File: config.mk
export PLATFORM = sky130hd
export DESIGN_NAME = shift_sequencer
export DESIGN_NICKNAME = d
export VERILOG_FILES = /design/src/rtl/shift_pkg.sv /design/src/rtl/shift_step.sv /design/src/rtl/shift_sequencer.sv
export SDC_FILE = /design/constraint.sdc
export NUM_CORES = 1
export LEC_CHECK = 0
export ABC_AREA = 1
export BUFFER_PORTS_ARGS = -buffer_cell sky130_fd_sc_hd__clkbuf_2
export CELL_PAD_IN_SITES_DETAIL_PLACEMENT = 0
export CELL_PAD_IN_SITES_GLOBAL_PLACEMENT = 2
export CORE_ASPECT_RATIO = 0.8
export CORE_MARGIN = 10
export CORE_UTILIZATION = 30
export DETAILED_ROUTE_END_ITERATION = 10
export PLACE_DENSITY = 0.93
export REMOVE_ABC_BUFFERS = 1
export SLEW_MARGIN = 0
export SYNTH_ARGS = -nofsm -noshare
export SYNTH_HDL_FRONTEND = slang
export SYNTH_SLANG_ARGS = --single-unit
File: constraint.sdc
create_clock -name clk -period 4.9 [get_ports clk]
set_clock_uncertainty 0.1 [all_clocks]
set_input_delay 0.245 -clock clk [delete_from_list [all_inputs] [get_ports clk]]
set_output_delay 0.245 -clock clk [all_outputs]
set_load 0.02 [all_outputs]
File: src/rtl/shift_pkg.sv
// Shared types for the shift sequencer.
//   shift_op_t  : shift operation held for the duration of a request
//   seq_state_t : sequencer FSM states
//   decode_op   : maps the raw 2-bit request op onto shift_op_t (2'b11 -> SLL)
package shift_pkg;

    typedef enum logic [1:0] {
        SHIFT_SLL = 2'b00,
        SHIFT_SRL = 2'b01,
        SHIFT_SRA = 2'b10
    } shift_op_t;

    typedef enum logic [1:0] {
        IDLE  = 2'b00,
        SHIFT = 2'b01,
        DONE  = 2'b10
    } seq_state_t;

    // The unused encoding 2'b11 behaves as a logical left shift.
    function automatic shift_op_t decode_op(input logic [1:0] raw);
        case (raw)
            2'b01:   return SHIFT_SRL;
            2'b10:   return SHIFT_SRA;
            default: return SHIFT_SLL;
        endcase
    endfunction

endpackage

File: src/rtl/shift_step.sv
// Combinational single-step shifter: shifts an N-bit value by 0..STEP bits.
// Ports:
//   op     : shift operation (SLL / SRL / SRA)
//   fill   : bit shifted in from the MSB side for SRA (original operand MSB)
//   data   : value to shift
//   amt    : shift distance, 0..STEP
//   result : shifted value
module shift_step
    import shift_pkg::*;
#(
    parameter int N    = 32,
    parameter int STEP = 8,
    localparam int AW  = $clog2(STEP) + 1
) (
    input  shift_op_t       op,
    input  logic            fill,
    input  logic [N-1:0]    data,
    input  logic [AW-1:0]   amt,
    output logic [N-1:0]    result
);

    // Prepending the fill bit lets a signed shift replicate it into the
    // vacated MSBs; the extra top bit is discarded by the cast.
    logic signed [N:0] ext;
    assign ext = {fill, data};

    always_comb begin
        result = data << amt;
        case (op)
            SHIFT_SRL: result = data >> amt;
            SHIFT_SRA: result = N'(ext >>> amt);
            default:   result = data << amt;
        endcase
    end

endmodule

File: src/rtl/shift_sequencer.sv
// Multi-cycle barrel shifter: applies at most STEP bits of shift per cycle
// using one shared shift_step, then holds the result until it is consumed.
// Ports:
//   clk, rst_n          : clock, asynchronous active-low reset
//   in_valid / in_ready : request handshake (ready only in IDLE)
//   in_op, in_data      : operation and operand, sampled at accept
//   in_shamt            : shift amount, only the low $clog2(N) bits used
//   out_valid/out_ready : result handshake (valid only in DONE)
//   out_data            : working register (meaningful when out_valid)
//   busy                : high whenever the sequencer is not IDLE
module shift_sequencer
    import shift_pkg::*;
#(
    parameter int N    = 32,
    parameter int STEP = 8
) (
    input  logic          clk,
    input  logic          rst_n,
    input  logic          in_valid,
    output logic          in_ready,
    input  logic [1:0]    in_op,
    input  logic [N-1:0]  in_data,
    input  logic [N-1:0]  in_shamt,
    output logic          out_valid,
    input  logic          out_ready,
    output logic [N-1:0]  out_data,
    output logic          busy
);

    localparam int SW = $clog2(N);
    localparam int AW = $clog2(STEP) + 1;

    seq_state_t    state_q, state_d;
    shift_op_t     op_q, op_d;
    logic          fill_q, fill_d;
    logic [N-1:0]  work_q, work_d;
    logic [SW-1:0] rem_q, rem_d;

    logic          last_step;
    logic [AW-1:0] step_amt;
    logic [N-1:0]  step_out;
    logic [SW-1:0] shamt;

    // Upper shift-amount bits are intentionally ignored.
    logic unused_shamt_bits;
    assign unused_shamt_bits = ^in_shamt;
    assign shamt = in_shamt[SW-1:0];

    // k = min(remaining, STEP); the step that consumes the remainder is last.
    assign last_step = ({1'b0, rem_q} <= (SW+1)'(STEP));
    assign step_amt  = last_step ? AW'(rem_q) : AW'(STEP);

    shift_step #(
        .N    (N),
        .STEP (STEP)
    ) u_step (
        .op     (op_q),
        .fill   (fill_q),
        .data   (work_q),
        .amt    (step_amt),
        .result (step_out)
    );

    always_ff @(posedge clk or negedge rst_n) begin
        if (!rst_n) begin
            state_q <= IDLE;
            op_q    <= SHIFT_SLL;
            fill_q  <= 1'b0;
            work_q  <= '0;
            rem_q   <= '0;
        end else begin
            state_q <= state_d;
            op_q    <= op_d;
            fill_q  <= fill_d;
            work_q  <= work_d;
            rem_q   <= rem_d;
        end
    end

    always_comb begin
        state_d = state_q;
        op_d    = op_q;
        fill_d  = fill_q;
        work_d  = work_q;
        rem_d   = rem_q;

        case (state_q)
            IDLE: begin
                if (in_valid) begin
                    op_d   = decode_op(in_op);
                    fill_d = in_data[N-1];
                    work_d = in_data;
                    rem_d  = shamt;
                    state_d = (shamt == '0) ? DONE : SHIFT;
                end
            end
            SHIFT: begin
                work_d = step_out;
                rem_d  = rem_q - SW'(step_amt);
                if (last_step) begin
                    state_d = DONE;
                end
            end
            DONE: begin
                if (out_ready) begin
                    state_d = IDLE;
                end
            end
            default: state_d = IDLE;
        endcase
    end

    assign in_ready  = (state_q == IDLE);
    assign out_valid = (state_q == DONE);
    assign busy      = (state_q != IDLE);
    assign out_data  = work_q;

endmodule

==> results.json, run 1 <==
{
  "drtIter0Drc": 742,
  "final_layout_size_suffix_gt1_share_pct": 12.0,
  "cts_tree": "yes",
  "ys_ff_latch": 42,
  "synth_top_area_share_pct": 25.8,
  "die-area_um2": 23700,
  "worstHoldEndpoint": "op_q[1]$_DFFE_PN0P_",
  "slew_viol_final": 0,
  "grt_first_pass_wirelength_um": 34700,
  "critical_path_class": "flip-flop to flip-flop",
  "first_pass_iters": 7,
  "start_util_pct": 30.8,
  "rows": 43,
  "synth_area_per_cell_um2": 5.37,
  "dp_cells": 1258,
  "min_from": "in_op[0]",
  "syn-cell-area_um2": 5380,
  "antenna_found_initial": 0,
  "worstReg2RegEnd": "out_data[3]$_DFFE_PN0P_",
  "fin_crit_sh_pct": 70.7,
  "drv_cap": 0,
  "synth_flop_cell": "dfrtp_1",
  "placement.io_buffers": 77,
  "pre_cts_ws_ns": 1.54,
  "post_synth_num_cell_types": 39,
  "hold_path_class": "input port to flip-flop",
  "grt_max_degree": 68,
  "worst_slew_pin_slew_ns": 1.06,
  "r2r_slack_ns": 1.44,
  "synth_edf_count": 0,
  "endpoint_kind": "flip-flop",
  "post_drt_wl_per_cell_um": 17.4,
  "dp_hpwl_um": 16300,
  "post_drt_via_cell_ratio": 5.28,
  "instances_no_fill": 1267,
  "cts_root_buf": "clkbuf_16",
  "clk-insertion-delay-late_ns": 0.31,
  "routed_wl_um": 22000,
  "drc": 0,
  "worst_setup_path_start_kind": "flip-flop",
  "numCtsBuffers": 5,
  "rsz0062_at_grt": "no",
  "io_pins": 105,
  "rr_startpoint": "rem_q[4]$_DFFE_PN0P_",
  "holdBufCountCts": 1,
  "netlist_instances": 1002,
  "post_cts_buffers": 0,
  "die_x_um": 170,
  "arrival_ns": 3.57,
  "ys_seq_area_share_pct": 19.5,
  "cts_max_level": 2,
  "cp.required_ns": 5.01,
  "synth_area_leaders": "nand2_1 (26%), dfrtp_1 (20%), nand3_1 (19%)",
  "cts_resized": 0,
  "overflow": 0,
  "status": "finished, final reports clean",
  "setup_viol": 0,
  "syn2layout_area_growth_pct": 11.7,
  "synth_common_cells": "nand2_1 (370), nand3_1 (203), nor2_1 (89)",
  "synth_warnings": 0,
  "ant_nets": 0,
  "holdPathStages": 2,
  "diodes": 0,
  "gp_congestion": 0.978,
  "core_area_um2": 17500,
  "final.setup.worst_slack_ns": 1.44,
  "min_period_ns": 3.46,
  "grt_pass1_vias": 6209,
  "clock_path_buffers": 2,
  "via_count": 6685,
  "clk_pin_slew_ns": 0.08,
  "async_flop_share_pct": 100,
  "fmax_ghz": 0.289,
  "grtUsageTotal_pct": 18.2,
  "crit_path_max_fanout": 59,
  "slew_headroom_pct": 28.9,
  "die_y_um": 140,
  "finalHoldViolCount": 0,
  "yosys.area.top_type": "nand2_1",
  "yosysMostFrequentCell": "nand2_1",
  "cts_num_sinks": 42,
  "fin_nets": 1114,
  "reg2regPathDepth": 14,
  "finalSetupTns_ns": 0
}
-- worst max-delay path by stage --
stage,from,end,slack (ns),cells past startpoint
2_1_floorplan,rem_q[3]$_DFFE_PN0P_,out_data[10]$_DFFE_PN0P_,1.46,12
5_1_grt,rem_q[4]$_DFFE_PN0P_,out_data[3]$_DFFE_PN0P_,1.11,14
4_1_cts,rem_q[4]$_DFFE_PN0P_,out_data[3]$_DFFE_PN0P_,1.50,14
3_3_place_gp,rem_q[4]$_DFFE_PN0P_,out_data[3]$_DFFE_PN0P_,1.52,14
3_5_place_dp,rem_q[4]$_DFFE_PN0P_,out_data[3]$_DFFE_PN0P_,1.54,14
6_report,rem_q[4]$_DFFE_PN0P_,out_data[3]$_DFFE_PN0P_,1.44,14
-- metal layers --
layer  GRT usage, %  up-vias  wire (um)
met4           3.55        0        284
li1               -     3340          -
met1           27.1     3037      10900
met2           25.7      283       8860
met5              0        -          0
met3           4.01       25       1950
-- stage by stage --
stage	hold slack, ns	area, um2	util, %
5_1_grt	0.0324	6010	34.4
3_3_place_gp	0.276	5850	33.4
6_report	0.0227	6010	34.4
3_5_place_dp	0.278	5850	33.4
2_1_floorplan	-0.151	5070	-
4_1_cts	0.0233	6010	34.4
-- cells in the final DEF (no fill, tap or decap) --
cell type,n
nor4_1,1
buf_4,11
nor2_4,3
clkbuf_2,77
conb_1,1
nand2_2,5
nand3_1,203
o211ai_1,9
ha_1,3
nor2_1,88
o21ai_1,20
xor2_1,2
dfrtp_1,42
a22oi_1,2
o31ai_1,2
nor2_2,4
nor3_1,3
inv_6,3
and2_4,1
dlygate4sd3_1,1
o21ai_2,1
clkbuf_16,5
mux2i_1,2
a22o_1,1
clkinv_1,2
or2_0,1
a21boi_1,5
and2_1,2
a21oi_1,34
nand4_1,5
nand2_1,369
nand3b_1,4
inv_1,73
o21ai_0,39
nand3_2,7
inv_2,7
a31oi_1,1
buf_12,1
o22ai_1,2
-- state kept, by name, indices dropped and copies added, names as in the netlist --
| register | count |
|---|---|
| op_q | 2 |
| out_data | 32 |
| rem_q | 5 |
| fill_q | 1 |
| state_q | 2 |
-- final cells by class --
cell class,count,area (um2)
Fill cell,2045,11500
Multi-Input combinational cell,820,3720
Sequential cell,42,1050
Timing Repair Buffer,90,498
Inverter,82,308
Tap cell,225,282
Clock buffer,5,125
Clock inverter,3,26.3
-- kinds of logic (layout without fill, tap and decap cells) --
| logic type | after synthesis | after routing | share of synthesized area [%] |
|---|---|---|---|
| AND/OR/NAND/NOR | 696 | 696 | 55.7 |
| buffers and inverters | 140 | 180 | 11.4 |
| AO/OA/AOI/OAI | 116 | 116 | 11.8 |
| flip-flops | 42 | 42 | 19.5 |
| adder cells (fa/ha/maj) | 3 | 3 | 0.698 |
| XOR/XNOR | 2 | 2 | 0.326 |
| multiplexers | 2 | 2 | 0.372 |
| other | 1 | 1 | 0.0697 |
-- critical path: stages (launching register included) --
cell and delay, ns:
dfrtp_1 0.45, nor2_4 0.14, inv_2 0.53, nand2_2 0.38, nand2_2 0.12, buf_4 0.48
nand2_1 0.25, nand3_1 0.15, nand2_1 0.08, nand2_1 0.11, o21ai_0 0.10, o21ai_0 0.20
nand2_1 0.13, nand2_1 0.07, nand2_1 0.04
Power of run 1 is not shown: default switching activity piles up to over one toggle a cycle in this logic, so the estimate is an artifact.
==> run 2, diff against run 1 <==
--- a/config.mk
+++ b/config.mk
@@ -11,9 +11,9 @@
 export CELL_PAD_IN_SITES_GLOBAL_PLACEMENT = 2
 export CORE_ASPECT_RATIO = 0.8
 export CORE_MARGIN = 10
-export CORE_UTILIZATION = 30
+export CORE_UTILIZATION = 28
 export DETAILED_ROUTE_END_ITERATION = 10
-export PLACE_DENSITY = 0.93
+export PLACE_DENSITY = 0.88
 export REMOVE_ABC_BUFFERS = 1
 export SLEW_MARGIN = 0
 export SYNTH_ARGS = -nofsm -noshare
==> constraint.sdc (replaced) <==
create_clock -name clk -period 3.4 [get_ports clk]
set_clock_uncertainty 0.1 [all_clocks]
set_input_delay 0.17 -clock clk [delete_from_list [all_inputs] [get_ports clk]]
set_output_delay 0.17 -clock clk [all_outputs]
set_load 0.02 [all_outputs]
==> results.json, run 2 (synthesis gave the netlist of run 1 again) <==
{
  "clk_pin_slew_ns": 0.07,
  "finalHoldViolCount": 0,
  "clk-insertion-delay-late_ns": 0.31,
  "cp_slowest_stage_delay_ns": 0.39,
  "rows": 45,
  "endpoint_kind": "flip-flop",
  "cp.required_ns": 3.53,
  "dp_hpwl_um": 17400,
  "fin_nets": 1131,
  "post_drt_via_cell_ratio": 5.14,
  "die-area_um2": 25200,
  "syn2layout_area_growth_pct": 15.3,
  "status": "finished, final reports clean",
  "fmax_ghz": 0.379,
  "pre_cts_ws_ns": 0.782,
  "grt_max_degree": 47,
  "grt_pass1_vias": 6374,
  "slew_viol_final": 0,
  "final_cell_mix": "nand2_1 (369), nand3_1 (203), nor2_1 (88)",
  "slowest_stage": "dfrtp_1",
  "largest_reg_flops": 32,
  "worst_setup_path_start_kind": "flip-flop",
  "ant_nets": 0,
  "fin_crit_sh_pct": 77.7,
  "setup_viol": 0,
  "first_pass_iters": 5,
  "critical_path_class": "flip-flop to flip-flop",
  "start_util_pct": 28.4,
  "via_count": 6775,
  "drc": 0,
  "die_y_um": 144,
  "placement.io_buffers": 77,
  "dpl_cell_area_um2": 6020,
  "hold_path_class": "input port to flip-flop",
  "final.setup.worst_slack_ns": 0.759,
  "diodes": 0,
  "path_delay_family": "buffers and inverters",
  "min_period_ns": 2.64,
  "post_drt_wl_per_cell_um": 17.3,
  "worst_slew_pin_slew_ns": 0.723,
  "arrival_ns": 2.77,
  "leakage_nw": 3.27,
  "core_area_um2": 18900,
  "antenna_found_initial": 0,
  "slew_headroom_pct": 51.3,
  "post_cts_buffers": 0,
  "postLayoutCellArea_um2": 6200,
  "die_x_um": 175,
  "rsz0062_at_grt": "no",
  "drtIter0Drc": 643,
  "drv_cap": 0,
  "p_per_area_nw_per_um2": 1320,
  "io_pins": 105,
  "cts_num_sinks": 42,
  "ir_drop_mv": 0.532,
  "gp_congestion": 0.954,
  "numCtsBuffers": 5,
  "cts_tree": "yes",
  "final_layout_size_suffix_gt1_share_pct": 13.2,
  "path_buf_inv": 5,
  "grtUsageTotal_pct": 18.1,
  "cts_max_level": 2,
  "cp_cell_sequence": "buf_4 -> inv_2 -> nor2_2 -> inv_1 -> nand2_2 -> inv_2 -> buf_4 -> a21oi_1 -> a21boi_1",
  "layout_commonest_cell": "nand2_1",
  "grt_first_pass_wirelength_um": 36500,
  "crit_path_max_fanout": 24,
  "overflow": 0,
  "routed_wl_um": 22800,
  "cts_root_buf": "clkbuf_16",
  "clock_path_buffers": 2
}
## run 2: timing repair
item | CTS | global route
endpoints found under the hold margin | 19 | 0
resized for setup | 0 | 0
hold buffers | 3 | 0
## run 2: path summary, 6_finish.rpt
check	startpoint	end	slack (ns)	cells past startpoint
setup / recovery	state_q[0]$_DFFE_PN0P_	out_data[20]$_DFFE_PN0P_	0.76	9
hold / removal	in_op[1]	op_q[1]$_DFFE_PN0P_	0.005	3
setup reg to reg	state_q[0]$_DFFE_PN0P_	out_data[20]$_DFFE_PN0P_	0.76	9
hold reg to reg	out_data[11]$_DFFE_PN0P_	out_data[11]$_DFFE_PN0P_	0.41	2
max in group asynchronous	rst_n	out_data[18]$_DFFE_PN0P_	2.12	3
min in group asynchronous	rst_n	out_data[5]$_DFFE_PN0P_	0.28	2
## run 2: power by group
group	internal, mW	switching [mW]
clock	0.274	0.254
combinational	1.95	4.63
sequential	0.769	0.286
## run 2: final cells by class
| cell class | count | area, um2 |
|---|---|---|
| clock buffers | 5 | 125 |
| clock inverters | 3 | 21.3 |
| fillers | 2240 | 12700 |
| inverters | 82 | 308 |
| multi-input cells | 820 | 3720 |
| flip-flops and latches | 42 | 1050 |
| well taps | 258 | 323 |
| repair buffers | 107 | 656 |
## run 2: routing by layer
| metal | part of all wire (%) | up-vias | global-route usage [%] |
|---|---|---|---|
| met3 | 7.6 | 22 | 3.49 |
| met4 | 1.0 | 0 | 3.38 |
| li1 | - | 3368 | - |
| met5 | 0 | - | 0 |
| met1 | 50 | 3102 | 26.4 |
| met2 | 41 | 283 | 26.9 |
## run 2: worst min-delay path, stage by stage
cell and delay [ns]:
clkbuf_2 0.08, inv_1 0.06, o31ai_1 0.07
## run 2: metrics by stage
step           hold WS [ns]  utilization (%)  setup TNS (ns)  instances  power (mW)
2_1_floorplan        -0.226                -         -0.0428        944        5.28
3_3_place_gp         0.0779             31.8               0       1306        7.57
5_1_grt              0.0338             32.8               0       1317        9.02
6_report            0.00517             32.8               0       1317        8.17
3_5_place_dp         0.0877             31.8               0       1306        7.56
4_1_cts             0.00130             32.8               0       1317        8.12
Note: power is estimated with default switching activity, not from simulation.
==> run 3, diff against run 2 <==
--- a/config.mk
+++ b/config.mk
@@ -5,15 +5,15 @@
 export SDC_FILE = /design/constraint.sdc
 export NUM_CORES = 1
 export LEC_CHECK = 0
-export ABC_AREA = 1
+export ABC_AREA = 0
 export BUFFER_PORTS_ARGS = -buffer_cell sky130_fd_sc_hd__clkbuf_2
 export CELL_PAD_IN_SITES_DETAIL_PLACEMENT = 0
 export CELL_PAD_IN_SITES_GLOBAL_PLACEMENT = 2
 export CORE_ASPECT_RATIO = 0.8
 export CORE_MARGIN = 10
-export CORE_UTILIZATION = 28
+export CORE_UTILIZATION = 29
 export DETAILED_ROUTE_END_ITERATION = 10
-export PLACE_DENSITY = 0.88
+export PLACE_DENSITY = 0.84
 export REMOVE_ABC_BUFFERS = 1
 export SLEW_MARGIN = 0
 export SYNTH_ARGS = -nofsm -noshare
==> constraint.sdc (replaced) <==
create_clock -name clk -period 2.3 [get_ports clk]
set_clock_uncertainty 0.1 [all_clocks]
set_input_delay 0.115 -clock clk [delete_from_list [all_inputs] [get_ports clk]]
set_output_delay 0.115 -clock clk [all_outputs]
set_load 0.02 [all_outputs]
==> results.json, run 3 <==
{
  "status": "finished, violations left",
  "violations": "negative setup slack",
  "crit_path_max_fanout": 9,
  "min_from": "in_data[30]",
  "p_switching_mw": 8.55,
  "reg2regPathDepth": 6,
  "post_synth_num_cell_types": 80,
  "sw_frac_of_total_pct": 56.2,
  "die_x_um": 179,
  "cts_tree": "yes",
  "cts_max_level": 2,
  "arrival_ns": 2.39,
  "hold_path_class": "input port to flip-flop",
  "io_pins": 105,
  "start_util_pct": 29.6,
  "layout_commonest_cell": "buf_4",
  "critical_path_class": "flip-flop to flip-flop",
  "ys_ff_latch": 42,
  "finalSetupTns_ns": -0.0117,
  "worst_setup_path_start_kind": "flip-flop",
  "yosys.area.top_type": "dfrtp_1",
  "grt_pass1_vias": 7394,
  "numCtsBuffers": 5,
  "clock_path_buffers": 2,
  "dp_cells": 1217,
  "nFillCells": 2138,
  "cp.required_ns": 2.38,
  "holdPathStages": 3,
  "setup_viol": 1,
  "drtIter0Drc": 1190,
  "r2r_slack_ns": -0.01,
  "p_total_mw": 15.2,
  "ys_seq_area_share_pct": 17.8,
  "synth_flop_cell": "dfrtp_1",
  "grtUsageTotal_pct": 22.4,
  "synth_area_per_cell_um2": 7.09,
  "p_per_area_nw_per_um2": 1920,
  "clk_pin_slew_ns": 0.08,
  "fin_nets": 1044,
  "placement.io_buffers": 77,
  "worst_slew_pin_slew_ns": 0.729,
  "min_period_ns": 2.31,
  "drv_cap": 0,
  "core_area_um2": 19900,
  "post_drt_via_cell_ratio": 6.36,
  "clk-insertion-delay-late_ns": 0.31,
  "rsz0062_at_grt": "yes",
  "die_y_um": 148,
  "syn-cell-area_um2": 5890,
  "pre_cts_ws_ns": -0.0618,
  "gp_congestion": 0.977,
  "worstReg2RegEnd": "out_data[28]$_DFFE_PN0P_",
  "comb_power_share_pct": 80.9,
  "fin_crit_sh_pct": 101,
  "yosysMostFrequentCell": "a21oi_1",
  "drc": 0,
  "syn2layout_area_growth_pct": 34.4,
  "slew_viol_final": 0,
  "instances_no_fill": 1236,
  "worstHoldEndpoint": "out_data[30]$_DFFE_PN0P_",
  "seqPwrFrac_pct": 12.3,
  "diodes": 0,
  "synth_area_leaders": "dfrtp_1 (18%), a21oi_1 (6.8%), o21ai_0 (5.8%)",
  "final.setup.worst_slack_ns": -0.0117,
  "grt_first_pass_wirelength_um": 46300,
  "synth_top_area_share_pct": 17.8,
  "fmax_ghz": 0.433,
  "grt_max_degree": 34,
  "finalHoldViolCount": 0,
  "synth_warnings": 0,
  "synth_common_cells": "a21oi_1 (80), o21ai_0 (68), nand2_1 (66)",
  "slew_headroom_pct": 51.4,
  "antenna_found_initial": 0,
  "cts_num_sinks": 42,
  "final_cell_mix": "buf_4 (142), clkbuf_2 (77), a21oi_1 (75)",
  "die-area_um2": 26500,
  "clkPwrFrac_pct": 6.8,
  "dp_hpwl_um": 23000,
  "leakage_nw": 3.13,
  "synth_edf_count": 0,
  "via_count": 7859,
  "ant_nets": 0,
  "internal-power_mw": 6.68,
  "hold_slack_ns": 0.0199,
  "routed_wl_um": 31100,
  "largest_reg_flops": 32,
  "rr_startpoint": "rem_q[4]$_DFFE_PN0P_",
  "ir_drop_mv": 0.667,
  "overflow": 0,
  "final_layout_size_suffix_gt1_share_pct": 34.5,
  "netlist_instances": 831,
  "async_flop_share_pct": 100,
  "first_pass_iters": 7,
  "cts_root_buf": "clkbuf_16",
  "rows": 46,
  "post_drt_wl_per_cell_um": 25.2,
  "endpoint_kind": "flip-flop"
}
==> run 3: cell types whose count changed after synthesis, sizes merged, moves of 17 or more <==
cell    before  now
nand2      374   66
nand3      210   10
inv         80   14
a21oi       34   80
clkbuf      23   58
nor2        95   61
a211oi       0   28
nor3         3   28
a31oi        1   25
or3          0   20
nor2b        0   17
==> run 3: per-layer routing <==
layer  GRT usage, %  wire length (um)
met2           30.1             12600
met3           7.38              4310
met5              0                 0
met1           33.4             13600
met4           4.38               603
==> run 3: timing repair <==
action | 4_1_cts | 5_1_grt
hold buffers | 6 | 0
hold endpoints to repair | 23 | 0
resized for setup | 9 | 47
setup buffers | 0 | 5
endpoints found under the setup margin | 8 | 31
pin swaps | 2 | 12
==> run 3: logic make-up (layout without fill, tap and decap cells) <==
logic type                 after synthesis  count (layout)  share of synthesized area, %
DFF                                     42              42                          17.8
and+or+nand+nor                        286             286                          26.4
adders and majority gates                3               3                         0.637
muxes                                   25              25                          5.29
other                                    1               1                        0.0636
AOI/OAI and AO/OA                      352             352                          40.4
buffers and inverters                  122             263                          9.34
==> run 3: worst max-delay path by stage <==
| stage | start | to | slack (ns) | cells after the start |
|---|---|---|---|---|
| after floorplan | rem_q[3]$_DFFE_PN0P_ | out_data[23]$_DFFE_PN0P_ | -2.13 | 5 |
| after global placement | rem_q[3]$_DFFE_PN0P_ | out_data[21]$_DFFE_PN0P_ | -0.05 | 7 |
| after detailed placement | rem_q[4]$_DFFE_PN0P_ | out_data[8]$_DFFE_PN0P_ | -0.06 | 8 |
| after CTS | op_q[0]$_DFFE_PN0P_ | out_data[28]$_DFFE_PN0P_ | -0.03 | 8 |
| after global routing | rem_q[3]$_DFFE_PN0P_ | out_data[28]$_DFFE_PN0P_ | -0.09 | 6 |
| final | rem_q[4]$_DFFE_PN0P_ | out_data[28]$_DFFE_PN0P_ | -0.01 | 6 |
==> run 3: stage by stage <==
| stage | util [%] | area [um2] |
|---|---|---|
| floorplan | - | 5400 |
| global placement | 37.0 | 7370 |
| detailed placement | 37.0 | 7370 |
| CTS | 38.4 | 7650 |
| global route | 39.8 | 7920 |
| finish | 39.8 | 7920 |
==> run 3: final cells by class <==
cell class | count | area (um2) | area share [%]
multi-input combinational | 667 | 4510 | 56.9
timing repair buffer | 240 | 1760 | 22.3
sequential | 42 | 1060 | 13.3
tap | 264 | 330 | 4.17
clock buffer | 6 | 139 | 1.75
inverter | 15 | 63.8 | 0.805
clock inverter | 2 | 60.1 | 0.758
==> run 3: critical path, cell delays in order, from the launching register on <==
cell      delay, ns
dfrtp_2        0.46
buf_12         0.16
or3_4          0.36
mux4_2         0.47
a221o_1        0.37
nor3_2         0.20
a311oi_2       0.07
==> run 3: power groups by stage <==
stage                     clock network (mW)  logic, mW  registers, mW
after global placement                     0       11.3           1.84
after global routing                    1.07       13.0           1.91
final                                   1.04       12.3           1.88
after detailed placement                   0       11.3           1.83
after floorplan                            0       5.10           2.62
after CTS                               1.04       11.4           1.82
